`config.mk`:
```
export PLATFORM = sky130hd
export DESIGN_NAME = cfg_flit_dispatch_flat
export DESIGN_NICKNAME = d
export VERILOG_FILES = /design/src/rtl/cfg_flit_dispatch_if.sv /design/src/rtl/cfg_flit_dispatch.sv /design/src/flat_wrapper.sv
export SDC_FILE = /design/constraint.sdc
export NUM_CORES = 1
export LEC_CHECK = 0
export CORE_ASPECT_RATIO = 2
export CORE_MARGIN = 10
export CORE_UTILIZATION = 40
export DETAILED_ROUTE_END_ITERATION = 7
export SLEW_MARGIN = 20
export SYNTH_ARGS = -nofsm -noshare
export SYNTH_HDL_FRONTEND = slang
export SYNTH_SLANG_ARGS = --single-unit
```
`constraint.sdc`:
```
create_clock -name clk -period 3.1 [get_ports clk]
set_input_delay 0.31 -clock clk [delete_from_list [all_inputs] [get_ports clk]]
set_output_delay 0.31 -clock clk [all_outputs]
set_load 0.05 [all_outputs]
```
`src/rtl/cfg_flit_dispatch_if.sv`:
```
// Bundle of the three flit channels around cfg_flit_dispatch:
//   - router ingress (flit_in_valid / flit_in_data / flit_in_ready)
//   - config controller egress (spk_in_config_we / spk_in_config_wdata,
//     with credits returned on config_spk_in_credit)
//   - axon path egress (axon_valid / axon_data / axon_ready)
// The slave modport is the dispatcher's view; master is the surrounding
// environment (router, config controller, axon path).
interface cfg_flit_dispatch_if #(
  parameter int FW = 59
);
  logic          flit_in_valid;
  logic [FW-1:0] flit_in_data;
  logic          flit_in_ready;
  logic          spk_in_config_we;
  logic [FW-1:0] spk_in_config_wdata;
  logic          config_spk_in_credit;
  logic          axon_valid;
  logic [FW-1:0] axon_data;
  logic          axon_ready;

  modport slave (
    input  flit_in_valid, flit_in_data, config_spk_in_credit, axon_ready,
    output flit_in_ready, spk_in_config_we, spk_in_config_wdata,
           axon_valid, axon_data
  );

  modport master (
    output flit_in_valid, flit_in_data, config_spk_in_credit, axon_ready,
    input  flit_in_ready, spk_in_config_we, spk_in_config_wdata,
           axon_valid, axon_data
  );
endinterface

```
`src/rtl/cfg_flit_dispatch.sv`:
```
// Ingress dispatcher in front of the node configuration controller.
// Router flits are buffered in a DEPTH-entry FIFO and served strictly in
// order. The head flit's type field steers it:
//   WRITE/READ          -> config controller, one pulse per flit, credit gated
//   SPIKE/DATA/DATA_END -> axon path through a registered valid/ready slice
//   anything else       -> dropped and counted (saturating)
// Ports:
//   clk, rst_n  clock, asynchronous active-low reset
//   bus         cfg_flit_dispatch_if.slave (ingress, config and axon channels)
//   drop_cnt    saturating count of dropped flits
//   credit_err  sticky: credit returned while the counter was already full
module cfg_flit_dispatch #(
  parameter int FW      = 59,
  parameter int FTW     = 3,
  parameter int DEPTH   = 4,
  parameter int CREDITS = 1,
  parameter int DCW     = 8
) (
  input  logic               clk,
  input  logic               rst_n,
  cfg_flit_dispatch_if.slave bus,
  output logic [DCW-1:0]     drop_cnt,
  output logic               credit_err
);

  localparam int AW = $clog2(DEPTH);
  localparam int CW = $clog2(CREDITS + 1);
  localparam logic [AW:0]    DEPTH_C   = (AW+1)'(DEPTH);
  localparam logic [CW-1:0]  CREDITS_C = CW'(CREDITS);
  localparam logic [DCW-1:0] DROP_MAX  = {DCW{1'b1}};

  typedef enum logic [1:0] {
    CLS_AXON = 2'd0,
    CLS_CFG  = 2'd1,
    CLS_DROP = 2'd2
  } cls_e;

  function automatic cls_e decode_type(input logic [FTW-1:0] t);
    cls_e c;
    case (t)
      FTW'(0), FTW'(1), FTW'(2): c = CLS_AXON;
      FTW'(6), FTW'(7):          c = CLS_CFG;
      default:                   c = CLS_DROP;
    endcase
    return c;
  endfunction

  logic [FW-1:0]  mem_r [DEPTH];
  logic [AW-1:0]  wr_ptr_r;
  logic [AW-1:0]  rd_ptr_r;
  logic [AW:0]    count_r;
  logic [CW-1:0]  credit_r;
  logic           cfg_we_r;
  logic [FW-1:0]  cfg_wdata_r;
  logic           axon_valid_r;
  logic [FW-1:0]  axon_data_r;
  logic [DCW-1:0] drop_cnt_r;
  logic           credit_err_r;

  logic [FW-1:0]  head_s;
  cls_e           head_cls_s;
  logic           empty_s;
  logic           full_s;
  logic           push_s;
  logic           cfg_pop_s;
  logic           axon_pop_s;
  logic           drop_pop_s;
  logic           pop_s;

  // Head decode and the single pop decision; only one class can match.
  always_comb begin
    head_s     = mem_r[rd_ptr_r];
    head_cls_s = decode_type(head_s[FW-1 -: FTW]);
    empty_s    = (count_r == '0);
    full_s     = (count_r == DEPTH_C);
    push_s     = bus.flit_in_valid && !full_s;
    cfg_pop_s  = 1'b0;
    axon_pop_s = 1'b0;
    drop_pop_s = 1'b0;
    if (!empty_s) begin
      case (head_cls_s)
        CLS_CFG:  cfg_pop_s  = (credit_r != '0);
        CLS_AXON: axon_pop_s = !axon_valid_r || bus.axon_ready;
        CLS_DROP: drop_pop_s = 1'b1;
        default:  drop_pop_s = 1'b1;
      endcase
    end else begin
      cfg_pop_s  = 1'b0;
    end
    pop_s = cfg_pop_s || axon_pop_s || drop_pop_s;
  end

  // FIFO storage, wrapping pointers and occupancy.
  always_ff @(posedge clk or negedge rst_n) begin
    if (!rst_n) begin
      for (int i = 0; i < DEPTH; i++) mem_r[i] <= '0;
      wr_ptr_r <= '0;
      rd_ptr_r <= '0;
      count_r  <= '0;
    end else begin
      if (push_s) begin
        mem_r[wr_ptr_r] <= bus.flit_in_data;
        wr_ptr_r        <= wr_ptr_r + AW'(1);
      end
      if (pop_s) begin
        rd_ptr_r <= rd_ptr_r + AW'(1);
      end
      case ({push_s, pop_s})
        2'b10:   count_r <= count_r + (AW+1)'(1);
        2'b01:   count_r <= count_r - (AW+1)'(1);
        default: count_r <= count_r;
      endcase
    end
  end

  // Credit counter; a return that would overflow is flagged, not counted.
  always_ff @(posedge clk or negedge rst_n) begin
    if (!rst_n) begin
      credit_r     <= CREDITS_C;
      credit_err_r <= 1'b0;
    end else begin
      case ({cfg_pop_s, bus.config_spk_in_credit})
        2'b10: credit_r <= credit_r - CW'(1);
        2'b01: begin
          if (credit_r == CREDITS_C) begin
            credit_err_r <= 1'b1;
          end else begin
            credit_r <= credit_r + CW'(1);
          end
        end
        default: credit_r <= credit_r;
      endcase
    end
  end

  // Config egress: one-cycle write pulse after the pop; data holds between pulses.
  always_ff @(posedge clk or negedge rst_n) begin
    if (!rst_n) begin
      cfg_we_r    <= 1'b0;
      cfg_wdata_r <= '0;
    end else begin
      cfg_we_r <= cfg_pop_s;
      if (cfg_pop_s) begin
        cfg_wdata_r <= head_s;
      end
    end
  end

  // Axon output slice: reload on pop, otherwise clear once the flit is taken.
  always_ff @(posedge clk or negedge rst_n) begin
    if (!rst_n) begin
      axon_valid_r <= 1'b0;
      axon_data_r  <= '0;
    end else if (axon_pop_s) begin
      axon_valid_r <= 1'b1;
      axon_data_r  <= head_s;
    end else if (bus.axon_ready) begin
      axon_valid_r <= 1'b0;
    end
  end

  // Saturating drop counter.
  always_ff @(posedge clk or negedge rst_n) begin
    if (!rst_n) begin
      drop_cnt_r <= '0;
    end else if (drop_pop_s && (drop_cnt_r != DROP_MAX)) begin
      drop_cnt_r <= drop_cnt_r + DCW'(1);
    end
  end

  assign bus.flit_in_ready       = !full_s;
  assign bus.spk_in_config_we    = cfg_we_r;
  assign bus.spk_in_config_wdata = cfg_wdata_r;
  assign bus.axon_valid          = axon_valid_r;
  assign bus.axon_data           = axon_data_r;
  assign drop_cnt                = drop_cnt_r;
  assign credit_err              = credit_err_r;

endmodule

```
`src/flat_wrapper.sv`:
```
// flat-port wrapper written by rule: the top's interface ports become plain ports
module cfg_flit_dispatch_flat 
#(
  parameter int FW      = 59,
  parameter int FTW     = 3,
  parameter int DEPTH   = 4,
  parameter int CREDITS = 1,
  parameter int DCW     = 8
)
  (clk, rst_n, drop_cnt, credit_err, bus_flit_in_valid, bus_flit_in_data, bus_config_spk_in_credit, bus_axon_ready, bus_flit_in_ready, bus_spk_in_config_we, bus_spk_in_config_wdata, bus_axon_valid, bus_axon_data);
  cfg_flit_dispatch_if #(.FW(FW)) bus_i ();
  input  logic clk;
  input  logic rst_n;
  output logic [DCW-1:0] drop_cnt;
  output logic credit_err;
  input wire logic [$bits(bus_i.flit_in_valid)-1:0] bus_flit_in_valid;
  input wire logic [$bits(bus_i.flit_in_data)-1:0] bus_flit_in_data;
  input wire logic [$bits(bus_i.config_spk_in_credit)-1:0] bus_config_spk_in_credit;
  input wire logic [$bits(bus_i.axon_ready)-1:0] bus_axon_ready;
  output wire logic [$bits(bus_i.flit_in_ready)-1:0] bus_flit_in_ready;
  output wire logic [$bits(bus_i.spk_in_config_we)-1:0] bus_spk_in_config_we;
  output wire logic [$bits(bus_i.spk_in_config_wdata)-1:0] bus_spk_in_config_wdata;
  output wire logic [$bits(bus_i.axon_valid)-1:0] bus_axon_valid;
  output wire logic [$bits(bus_i.axon_data)-1:0] bus_axon_data;
  assign bus_i.flit_in_valid = bus_flit_in_valid;
  assign bus_i.flit_in_data = bus_flit_in_data;
  assign bus_i.config_spk_in_credit = bus_config_spk_in_credit;
  assign bus_i.axon_ready = bus_axon_ready;
  assign bus_flit_in_ready = bus_i.flit_in_ready;
  assign bus_spk_in_config_we = bus_i.spk_in_config_we;
  assign bus_spk_in_config_wdata = bus_i.spk_in_config_wdata;
  assign bus_axon_valid = bus_i.axon_valid;
  assign bus_axon_data = bus_i.axon_data;
  cfg_flit_dispatch #(.FW(FW), .FTW(FTW), .DEPTH(DEPTH), .CREDITS(CREDITS), .DCW(DCW)) u_core (.clk(clk), .rst_n(rst_n), .bus(bus_i), .drop_cnt(drop_cnt), .credit_err(credit_err));
endmodule
```
==> run metrics <==
status=completed; CP Class=reg -> reg; DP Worst Slack=0.325 ns; Worst slew margin=between 40% and 50%; clock latency on the worst-skew pair=about 0.52 ns; final clock skew=0.0189 ns; pin count of the biggest net entering global routing=a little over 80; final core occ=50.4%; synth unique cells=38; Worst Tran Pin Value=0.772 ns; FF+latch area=about 9300 sq um; Post-synth top flop=dfrtp_1; Hold WS=0.383 ns; Synth Cell Area=15,700 sq um; Final setup viols=0; mux contribution to synthesized area=approximately a third; Multi-input gate area=approximately 6000 sq um; GRT Residual Overflow=0; Synth async-reset ratio=between 90% and 100%; Fill cells=3,311; die width=around 160 um; leading cell type by number of instances after synthesis=dfrtp_1; crit share post-route=a little under 90%; area growth from synthesis to layout=24.5%; sequential area share after synthesis=between 50% and 60%; Post-synth EDFFs=0; CTS tree=done; final worst setup slack=roughly 0.34 ns; Yosys warnings=0; global-route wire length before repair=slightly below 60,000 um; CTS HTree Levels=2; leading area contributor after synthesis=dfrtp_1; clk sinks=roughly 370; Clk pin slew, worst setup/hold paths=about 0.07 ns; DP Wirelength=~25,000 um; vias in the first global route=about 9,700; largest family of logic cells by synthesized area=multiplexers; die height=300 um; synth top area cells=dfrtp_1 59%, mux2_2 21%, mux4_2 8.5%, mux2_4 4.8%, buf_2 1.1%; Placer Congestion=0.714; Initial DRC Count=between 300 and 400; DR vias=8,397; Die ar.=~48,000 sq um; Synth Area in Simple Gates=under 10%; initial core utilization=40.5%; area fraction in compound gates after synthesis=less than 1%; top cells by count, synth=372 x dfrtp_1, 294 x mux2_2, 59 x mux4_2, 50 x mux2_4, 34 x buf_2; flop2flop setup slack=0.34 ns; Fin. Hold Viols=0; layout cell share with drive strength beyond 1=approximately 44%; worst path required time=about 3.6 ns; Port Buffers=approximately 190; Synth Area in Adders=less than 1%; Antenna diodes=0; post-layout net count=1,186; Startpoint Class=register; GRT Resource Usage Total=between 10% and 20%; Detail Route Antenna Nets=0; CTS buffer count=36; DRC viols=0; Hold Crit Class=in -> async; syn_area_per_cell=roughly 17 sq um; CP max FO=6; TNS Setup=0 ns; Core Region=38,700 sq um; # rows=slightly above 100; CP Capture Type=register; Post-Synthesis Cells=~910; Root Buffer=clkbuf_16; Final Max Slew Viols=0; Synth Area in XOR/XNOR=less than 1%; Mapped Nets=roughly 1,000; Arr. time, crit path=3.20 ns; MaxCap Viol Count=0; top cell type's share of synthesized area=~59%; Top-Level Pins=about 190; Final Critical Period=between 2 and 3 ns; Yosys reg bits=373; initial antenna violation count=1; RSZ-0062 raised after global routing=no; maximum clock rate=roughly 0.36 GHz; WL final=36,100 um; Max Buffers Root-to-Sink=3; vias per cell=5.06; WL/cell=roughly 22 um; DRT Pass-1 Iters=4
==> critical path, stage by stage, from the launching register on <==
cell	delay (ns)
dfrtp_4	0.46
mux4_2	0.57
and2_4	0.21
a221oi_2	0.35
ha_1	0.25
inv_1	0.06
fa_1	0.37
xor2_1	0.15
nor2_1	0.11
xor2_1	0.15
==> stage by stage <==
step	area [sq um]	std cells
after floorplan	15700	905
after global placement	18300	1595
after detailed placement	18300	1595
after CTS	19500	1658
after global routing	19500	1658
final	19500	1658
==> state kept, by name, summed over array words and instances, names as in the netlist <==
register and count:
u_core.credit_err 1, u_core.credit_r 1, u_core.bus.spk_in_config_wdata 59, u_core.mem_r 236, u_core.rd_ptr_r 2, u_core.bus.axon_valid 1
u_core.wr_ptr_r 2, u_core.bus.spk_in_config_we 1, u_core.count_r 3, u_core.bus.axon_data 59, u_core.drop_cnt 8
==> cell families (layout without fill, tap and decap cells) <==
| logic type | count (synthesis) | in the layout |
|---|---|---|
| DFF | 373 | 373 |
| xor gates and xnor gates | 13 | 13 |
| adders and majority gates | 8 | 8 |
| muxes | 412 | 412 |
| and+or+nand+nor | 31 | 31 |
| AOI/OAI and AO/OA | 7 | 7 |
| buffers and inverters | 61 | 294 |
==> layout by cell type, fill, tap and decap left out, types with 2 or more instances in the layout <==
cell,count
mux2_2,294
buf_12,10
nand2b_1,4
clkbuf_16,37
nand2_4,4
and2_1,2
xor2_1,4
and3_1,2
buf_4,19
clkinv_2,5
mux4_2,59
clkinvlp_4,3
clkbuf_8,5
mux2_1,8
ha_1,7
nor3_1,2
clkbuf_1,6
inv_1,9
a21oi_2,2
nand4_1,2
nand3_1,3
dfrtp_1,370
xnor2_1,9
nand2_1,4
mux2_4,50
dfrtp_4,2
bufinv_16,4
clkdlybuf4s50_1,192
==> repair_timing <==
item                       4_1_cts  5_1_grt
setup endpoints to repair        0        0
hold endpoints to repair        72        0
buffers inserted                 0        0
resized for setup                0        0
hold buffers                     1        0
==> layout make-up <==
type / count / share of cell area, %
sequential: 373 / 47.9
multi-input combinational: 471 / 30.7
timing repair buffer: 223 / 11.7
clock buffer: 48 / 5.21
tap: 520 / 3.34
clock inverter: 14 / 0.949
inverter: 9 / 0.173
==> routing by layer <==
metal | routed length, um | part of all wire [%] | GRT usage, % | up-vias
li1 | - | - | - | 3711
met2 | 19600 | 54 | 28.0 | 160
met1 | 14200 | 39 | 17.1 | 4480
met3 | 1620 | 4.5 | 3.39 | 44
met5 | 12 | 0.033 | 0 | -
met4 | 584 | 1.6 | 3.78 | 2
==> path summary, 6_finish.rpt <==
path	start	endpoint	cells past startpoint
setup / recovery	u_core.rd_ptr_r[0]	u_core.count_r[2]	9
hold / removal	rst_n	u_core.drop_cnt[0]	2
setup reg to reg	u_core.rd_ptr_r[0]	u_core.count_r[2]	9
hold reg to reg	u_core.bus.spk_in_config_wdata[57]	u_core.bus.spk_in_config_wdata[57]	1
max in group asynchronous	rst_n	u_core.mem_r[74]	3
min in group clk	u_core.bus.spk_in_config_wdata[57]	u_core.bus.spk_in_config_wdata[57]	1
Power is left out: the tool's default activity adds up to more than one toggle a clock period on the data nets, which glitch-free logic cannot reach.
